[src/rtl/vry_bottle_trig.sv]
// Purpose : bottle trigger - synchronises and debounces a photo-sensor, pulses once per accepted bottle with road/cycle index.
// Latency : sensor_in first sampled high at edge N -> valid_edge_f1 high after edge N+DEB_CYCLES+2.
// Backpres: none; free-running detector, b_p_clr clears counters (and lockout) synchronously with priority.
// Ports   : clk_100 (100 MHz clock), nRST (async active-low reset), sensor_in (raw async sensor, 1 = bottle),
//           dianyan_en (detection enable), b_p_clr (sync counter clear), valid_edge_f1 (1-cycle bottle pulse),
//           b_p_road_num / b_p_cycle_num (registered index of flagged bottle), gap_err (1-cycle lockout drop pulse).
// Option  : define VRY_BOTTLE_TRIG_GAP_EN to enable a MIN_GAP-cycle lockout after each pulse; otherwise gap_err = 0.
module vry_bottle_trig #(
   parameter int DEB_CYCLES = 16,
   parameter int ROAD_MAX   = 8,
   parameter int MIN_GAP    = 200
) (
   input  logic       clk_100,
   input  logic       nRST,
   input  logic       sensor_in,
   input  logic       dianyan_en,
   input  logic       b_p_clr,
   output logic       valid_edge_f1,
   output logic [7:0] b_p_road_num,
   output logic [7:0] b_p_cycle_num,
   output logic       gap_err
);

   localparam int            DW        = $clog2(DEB_CYCLES + 1);
   localparam logic [DW-1:0] DEB_LAST  = DW'(DEB_CYCLES - 1);
   localparam logic [7:0]    ROAD_LAST = 8'(ROAD_MAX - 1);

   logic [1:0]    sync;
   logic          filt;
   logic          filt_d;
   logic [DW-1:0] deb_cnt;
   logic [7:0]    next_road;
   logic [7:0]    next_cycle;
   logic          rise;
   logic          lock;
   logic          accept;

   // Synchroniser and debounce: the filtered level only flips after the
   // synchronised level has disagreed with it for DEB_CYCLES straight cycles.
   always_ff @(posedge clk_100 or negedge nRST) begin
      if (!nRST) begin
         sync    <= 2'b00;
         filt    <= 1'b0;
         filt_d  <= 1'b0;
         deb_cnt <= '0;
      end else begin
         sync   <= {sync[0], sensor_in};
         filt_d <= filt;
         if (sync[1] == filt) begin
            deb_cnt <= '0;
         end else if (deb_cnt == DEB_LAST) begin
            filt    <= sync[1];
            deb_cnt <= '0;
         end else begin
            deb_cnt <= deb_cnt + 1'b1;
         end
      end
   end

   // High for the single cycle after the filtered level rises.
   assign rise   = filt & ~filt_d;
   assign accept = rise & dianyan_en & ~b_p_clr & ~lock;

   // next_road/next_cycle hold the index the upcoming bottle will report, so
   // the outputs load directly on the pulse edge.
   always_ff @(posedge clk_100 or negedge nRST) begin
      if (!nRST) begin
         valid_edge_f1 <= 1'b0;
         b_p_road_num  <= 8'd0;
         b_p_cycle_num <= 8'd0;
         next_road     <= 8'd0;
         next_cycle    <= 8'd0;
      end else if (b_p_clr) begin
         valid_edge_f1 <= 1'b0;
         b_p_road_num  <= 8'd0;
         b_p_cycle_num <= 8'd0;
         next_road     <= 8'd0;
         next_cycle    <= 8'd0;
      end else begin
         valid_edge_f1 <= accept;
         if (accept) begin
            b_p_road_num  <= next_road;
            b_p_cycle_num <= next_cycle;
            if (next_road == ROAD_LAST) begin
               next_road  <= 8'd0;
               next_cycle <= next_cycle + 8'd1;
            end else begin
               next_road <= next_road + 8'd1;
            end
         end
      end
   end

`ifdef VRY_BOTTLE_TRIG_GAP_EN
   localparam int GW = (MIN_GAP < 1) ? 1 : $clog2(MIN_GAP + 1);

   logic [GW-1:0] gap_cnt;

   // Loaded on each pulse; a rise seen while non-zero is dropped and flagged.
   assign lock = (gap_cnt != '0);

   always_ff @(posedge clk_100 or negedge nRST) begin
      if (!nRST) begin
         gap_cnt <= '0;
         gap_err <= 1'b0;
      end else if (b_p_clr) begin
         gap_cnt <= '0;
         gap_err <= 1'b0;
      end else begin
         gap_err <= rise & dianyan_en & lock;
         if (accept) begin
            gap_cnt <= GW'(MIN_GAP);
         end else if (lock) begin
            gap_cnt <= gap_cnt - 1'b1;
         end
      end
   end
`else
   assign lock    = 1'b0;
   assign gap_err = 1'b0;
`endif

endmodule
[config.mk]
export PLATFORM = sky130hd
export DESIGN_NAME = vry_bottle_trig
export DESIGN_NICKNAME = d
export VERILOG_FILES = /design/src/rtl/vry_bottle_trig.sv
export SDC_FILE = /design/constraint.sdc
export NUM_CORES = 1
export LEC_CHECK = 0
export BUFFER_PORTS_ARGS = -buffer_cell sky130_fd_sc_hd__buf_4
export CORE_AREA = 2 2 89 91
export DETAILED_ROUTE_END_ITERATION = 10
export DIE_AREA = 0 0 91 93
export SKIP_CTS_REPAIR_TIMING = 1
export SYNTH_ARGS = -nofsm -noshare
export SYNTH_HDL_FRONTEND = slang
export SYNTH_SLANG_ARGS = --single-unit
[constraint.sdc]
create_clock -name clk_100 -period 1.95 [get_ports clk_100]
set_input_delay 0 -clock clk_100 [delete_from_list [all_inputs] [get_ports clk_100]]
set_output_delay 0 -clock clk_100 [all_outputs]
set_load 0.03 [all_outputs]
==> metrics.txt, run 1 <==
Sw Pwr 336.2 uW; final antenna-violating net count 0; initial core utilization 24.53%; number of vias per cell after detailed routing 4.273; die span in y 93 um; fraction of power spent switching nets 22.24%; via count of the first global-routing pass 1,266; via count 1,329; Worst-Margin Slew 0.5239 ns; area of the die 8463 um2; average wire per standard cell 11.24 um; detailed-placement wirelength estimate 2.457 mm; Mean Syn Cell Area 9.983 um2; Int Pwr 1.175 mW; most used cells in the layout excluding fill and tap cells dfrtp_1, nand2_1, buf_4; required time at the endpoint of the critical path 2.14 ns; Max Cap Viol 0; number of placed I/O pins 23; Critical Path End Type flop; clock network fraction of design power 38.4%; power density over cell area 679.5 nW/um2; worst vdd rail ir drop 0.2945 mV; wire length of the first global-routing pass 6.175 mm; count of final hold-check violations 0; max_slew headroom 65.08%; Synth Instances 185; commonest non-fill, non-tap cell in the layout dfrtp_1; class of the worst hold path input pin to flop; pin count of the biggest net entering global routing 43; final count of negative-setup-slack endpoints 0; largest incremental delay on the critical path 0.56 ns; DRC errors left 0; Worst Reg2Reg Path Length in Cells 4; share of layout cells above drive strength 1 18.18%; Synth area leaders dfrtp_1, nand2_1, a21oi_1; post-synthesis cell type with the largest combined area dfrtp_1; critical path buffer and inverter count 0; proportion of power drawn by combinational gates 3.3%; category of the critical setup timing path flop to flop; number of cells in the design after placement 301; delay-heaviest family, CP simple AND/OR/NAND/NOR gates; chip width 91 um; sequential element share of the synthesized area 56.91%; Worst path slowest cell or4_4; minimum clock period 1.730 ns; setup tns final 0 ns; total number of yosys warnings 0; number of cells on the critical path 4; synthesized area 1847 um2; Clock Pin Slew Worst Setup and Hold Paths 0.08 ns; number of iterations in the first detailed-routing pass 4; Inserted Diodes 0; Highest Clock Rate 578.1 MHz; gpl congestion 0.7441; Crit Path Max Fanout 7; Synthesized Nets 193; number of synthesized register bits 42; distinct cell type count after synthesis 31; number of filler cells placed in the layout 844; leakage power 0.9849 nW; insertion delay of the later-clocked pin in the worst-skew pair 0.29 ns; result of the run completed; Seq pwr share 58.3%; final net count 216; worst clock skew 0.009354 ns; final standard cell count with taps included and fillers excluded 311; number of port buffers 21; total number of placement rows 32; CP Data Arrival Time 1.92 ns; hold path depth 2; GR Util All Layers 9.149%; Clock H-tree levels 2; Design Power 1.512 mW; startpoint type of the worst setup path flop; top-area cell type share of the netlist area 56.91%; CTS tree yes; RSZ-0062 raised after global routing false; wire length after detailed routing 3.496 mm; worst path cell trace or4_4 > nor4_4 > a21oi_1 > a31o_1; clk sink count 42; area of the core region 7527 um2; number of buffers on the longest clock path 2; area growth from synthesis to layout 20.46%; number of DRC markers after the initial detailed-route iteration 70; Pins Over Slew Limit 0; root buf cell clkbuf_8; hold slack 0.09807 ns; CTS buffer count 5; total grt overflow 0; number of antenna violations at the first check in global routing 0; Final period util 88.71%
-- cell type report --
cell class              instances  area [um2]  area share, %
clock buffers                   6       82.58          3.712
clock inverters                 2       12.51         0.5624
inverters                       1       3.754         0.1687
multi-input cells             131       739.5          33.24
flip-flops and latches         42        1051          47.24
well taps                     102       127.6          5.737
repair buffers                 27       207.7          9.336
-- routing by layer --
layer,track usage [%],share of wire [%]
met2,13.58,46
met5,0,0
met1,12.46,48
met4,3.788,1.3
met3,2.740,4.8
-- metrics by stage --
| step | setup slack, ns | utilization, % | instance area, um2 |
|---|---|---|---|
| 3_5_place_dp | 0.2166 | 28.03 | 2110 |
| 5_1_grt | 0.1115 | 29.55 | 2225 |
| 4_1_cts | 0.2130 | 29.29 | 2205 |
| 6_report | 0.2201 | 29.55 | 2225 |
| 3_3_place_gp | 0.2374 | 28.03 | 2110 |
| 2_1_floorplan | 0.2531 | - | 1847 |
-- worst paths after layout --
| kind | to | slack, ns | startpoint |
|---|---|---|---|
| max | next_cycle[7] | 0.22 | next_road[3] |
| min | next_cycle[1] | 0.1 | b_p_clr |
| max reg2reg | next_cycle[7] | 0.22 | next_road[3] |
| min reg2reg | sync[1] | 0.35 | sync[0] |
| max in group asynchronous | filt | 1.34 | nRST |
| min in group asynchronous | b_p_road_num[1] | 0.24 | nRST |
-- flip-flops by register name, summed over array words and instances (netlist names) --
register and count:
deb_cnt 5, filt 1, next_road 8, next_cycle 8, b_p_cycle_num 8, valid_edge_f1 1, b_p_road_num 8, sync 2
filt_d 1
-- power by group through the flow --
| stage | Sequential, mW | Clock [mW] | Combinational, mW |
|---|---|---|---|
| 4_1_cts | 0.882 | 0.600 | 0.0487 |
| 3_3_place_gp | 0.899 | 0 | 0.0473 |
| 3_5_place_dp | 0.899 | 0 | 0.0488 |
| 2_1_floorplan | 0.898 | 0 | 0.0221 |
| 6_report | 0.882 | 0.581 | 0.0492 |
| 5_1_grt | 0.883 | 0.638 | 0.0584 |
-- cell usage after synthesis, drive strengths merged --
| cell type | instances |
|---|---|
| conb | 1 |
| and3b | 1 |
| nand2 | 38 |
| nor4 | 2 |
| or4 | 1 |
| nand2b | 1 |
| nand3b | 2 |
| dfrtp | 42 |
| and3 | 4 |
| buf | 2 |
| xor2 | 8 |
| ha | 3 |
| inv | 1 |
| nor2 | 16 |
| nand3 | 5 |
| and4bb | 1 |
| clkbuf | 9 |
| or2 | 1 |
| o21ai | 2 |
| a31o | 1 |
| mux2 | 1 |
| nand4 | 5 |
| mux2i | 1 |
| or3 | 1 |
| a21oi | 20 |
| and2 | 3 |
| nor3 | 6 |
| xnor2 | 6 |
| nand4b | 1 |
-- cells by family (layout without fill, tap and decap cells) --
group / count (synthesis) / count (layout) / share of synthesized area [%]
other: 1 / 1 / 0.2031
buffers and inverters: 12 / 36 / 3.049
DFF: 42 / 42 / 56.91
AOI/OAI and AO/OA: 23 / 23 / 6.437
xor gates and xnor gates: 14 / 14 / 6.640
and+or+nand+nor: 88 / 88 / 23.58
adders and majority gates: 3 / 3 / 2.033
muxes: 2 / 2 / 1.152
-- worst reg2reg max path: stages, from the launching register on --
cell and delay [ns]:
dfrtp_1 0.45, or4_4 0.56, nor4_4 0.33, a21oi_1 0.11, a31o_1 0.18
(Power assumes the default switching activity.)
==> run 2: changes to the inputs <==
- clock period: 1.95 -> 2.05 ns (I/O delays scaled with it)
==> metrics.txt, run 2 (synthesis results as in run 1) <==
result of the run completed; CP Data Arrival Time 1.94 ns (+0.02 ns); insertion delay of the later-clocked pin in the worst-skew pair 0.30 ns (about the same); commonest non-fill, non-tap cell in the layout dfrtp_1; category of the critical setup timing path flop to flop; average wire per standard cell 11.51 um (+2.4%); Pins Over Slew Limit 0 (unchanged); area of the core region 7527 um2 (unchanged); total number of placement rows 32 (unchanged); footprint of the multi-input gates 739.5 um2 (unchanged); root buf cell clkbuf_8; Clock H-tree levels 2 (unchanged); Worst-Margin Slew 0.5362 ns (+0.01230 ns); number of DRC markers after the initial detailed-route iteration 86 (+23%); worst path cell trace or4_4 > nor4_4 > a21oi_1 > a31o_1; final net count 215 (-0.46%); Critical Path End Type flop; area of the die 8463 um2 (unchanged); final standard cell count with taps included and fillers excluded 310 (-0.32%); startpoint type of the worst setup path flop; number of cells in the design after placement 300 (-0.33%); setup tns final 0 ns (unchanged); power density over cell area 696.1 nW/um2 (+2.5%); number of vias per cell after detailed routing 4.300 (+0.62%); number of port buffers 21 (unchanged); wire length after detailed routing 3.568 mm (+2.1%); hold slack 0.09695 ns (-0.001114 ns); FF+latch area 1051 um2 (unchanged); max_slew headroom 64.26% (-0.82 points); Highest Clock Rate 572.5 MHz (-0.97%); worst vdd rail ir drop 0.2439 mV (-17%); RSZ-0062 raised after global routing false; number of iterations in the first detailed-routing pass 3 (-1); worst clock skew 0.01269 ns (+0.003332 ns); Worst path slowest cell or4_4; detailed-placement wirelength estimate 2.407 mm (-2.1%); required time at the endpoint of the critical path 2.25 ns (+0.11 ns); largest incremental delay on the critical path 0.58 ns (+0.02 ns); count of final hold-check violations 0 (unchanged); via count 1,333 (+0.30%); gpl congestion 0.7222 (-2.9%); final antenna-violating net count 0 (unchanged); area growth from synthesis to layout 21.00%; number of antenna violations at the first check in global routing 0 (unchanged); die span in y 93 um (unchanged); Worst Reg2Reg Path Length in Cells 4 (unchanged); Max Cap Viol 0 (unchanged); number of placed I/O pins 23 (unchanged); final count of negative-setup-slack endpoints 0 (unchanged); number of filler cells placed in the layout 844 (unchanged); hold path depth 2 (unchanged); wire length of the first global-routing pass 6.092 mm (-1.3%); class of the worst hold path input pin to flop; clk sink count 42 (unchanged); chip width 91 um (unchanged); CTS tree yes; DRC errors left 0 (unchanged); minimum clock period 1.747 ns (+0.01693 ns); pin count of the biggest net entering global routing 43 (unchanged); Crit Path Max Fanout 6 (-1); GR Util All Layers 8.966% (-0.18 points); initial core utilization 24.53% (unchanged); most used cells in the layout excluding fill and tap cells dfrtp_1, nand2_1, buf_4; share of layout cells above drive strength 1 17.79% (-0.39 points); Inserted Diodes 0 (unchanged); total grt overflow 0 (unchanged); leakage power 0.9908 nW (+0.60%); Clock Pin Slew Worst Setup and Hold Paths 0.09 ns (about the same); number of buffers on the longest clock path 2 (unchanged); via count of the first global-routing pass 1,279 (+1.0%); Final period util 85.21% (-3.5 points); CTS buffer count 5 (unchanged)
-- run 2: cell types whose count changed in the layout (fill, tap and decap cells not counted), sizes merged --
cell and change:
buf -1, clkbuf -1, bufinv +1, inv +1, clkinvlp -1
-- run 2: per-stage QoR --
stage | utilization (%) | setup slack, ns | total power [mW] | cell area (um2)
after detailed placement | 27.93 | 0.3081 | 0.9016 | 2102
final | 29.69 | 0.3032 | 1.556 | 2235
after global placement | 27.93 | 0.3406 | 0.9001 | 2102
after global routing | 29.69 | 0.2168 | 1.613 | 2235
after CTS | 29.42 | 0.3033 | 1.573 | 2215
after floorplan | - | 0.3531 | 0.8757 | 1847
-- run 2: path summary, 6_finish.rpt --
kind                         startpoint              end  slack (ns)
max in group asynchronous          nRST    next_cycle[4]        1.44
max                        next_road[4]    next_cycle[7]        0.30
min reg2reg                     sync[0]          sync[1]        0.35
max reg2reg                next_road[4]    next_cycle[7]        0.30
min in group asynchronous          nRST  b_p_road_num[4]        0.23
min                             b_p_clr    valid_edge_f1         0.1
-- run 2: final cells by class --
class / count / share of cell area, %
tap: 102 / 5.711
clock buffer: 5 / 3.080
sequential: 42 / 47.03
multi-input combinational: 131 / 33.09
inverter: 1 / 0.1680
clock inverter: 3 / 1.960
timing repair buffer: 26 / 8.959
-- run 2: power by group --
part	switching [mW]	internal, mW
registers	0.00404	0.834
clock network	0.305	0.365
logic	0.0343	0.0129
total	0.343	1.21
-- run 2: metal layers --
metal  up-vias  track usage [%]  part of all wire (%)
met5         -                0                     0
met4         0            3.030                   1.4
met3         7            2.740                   4.4
met2        24            14.51                    45
met1       643            11.45                    49
li1        659                -                     -
-- run 2: worst max-delay path, delay by kind of cell (launching register included) --
kind,cells,cell delay [ns]
compound gates,2,0.30
simple gates,2,0.90
flops,1,0.45
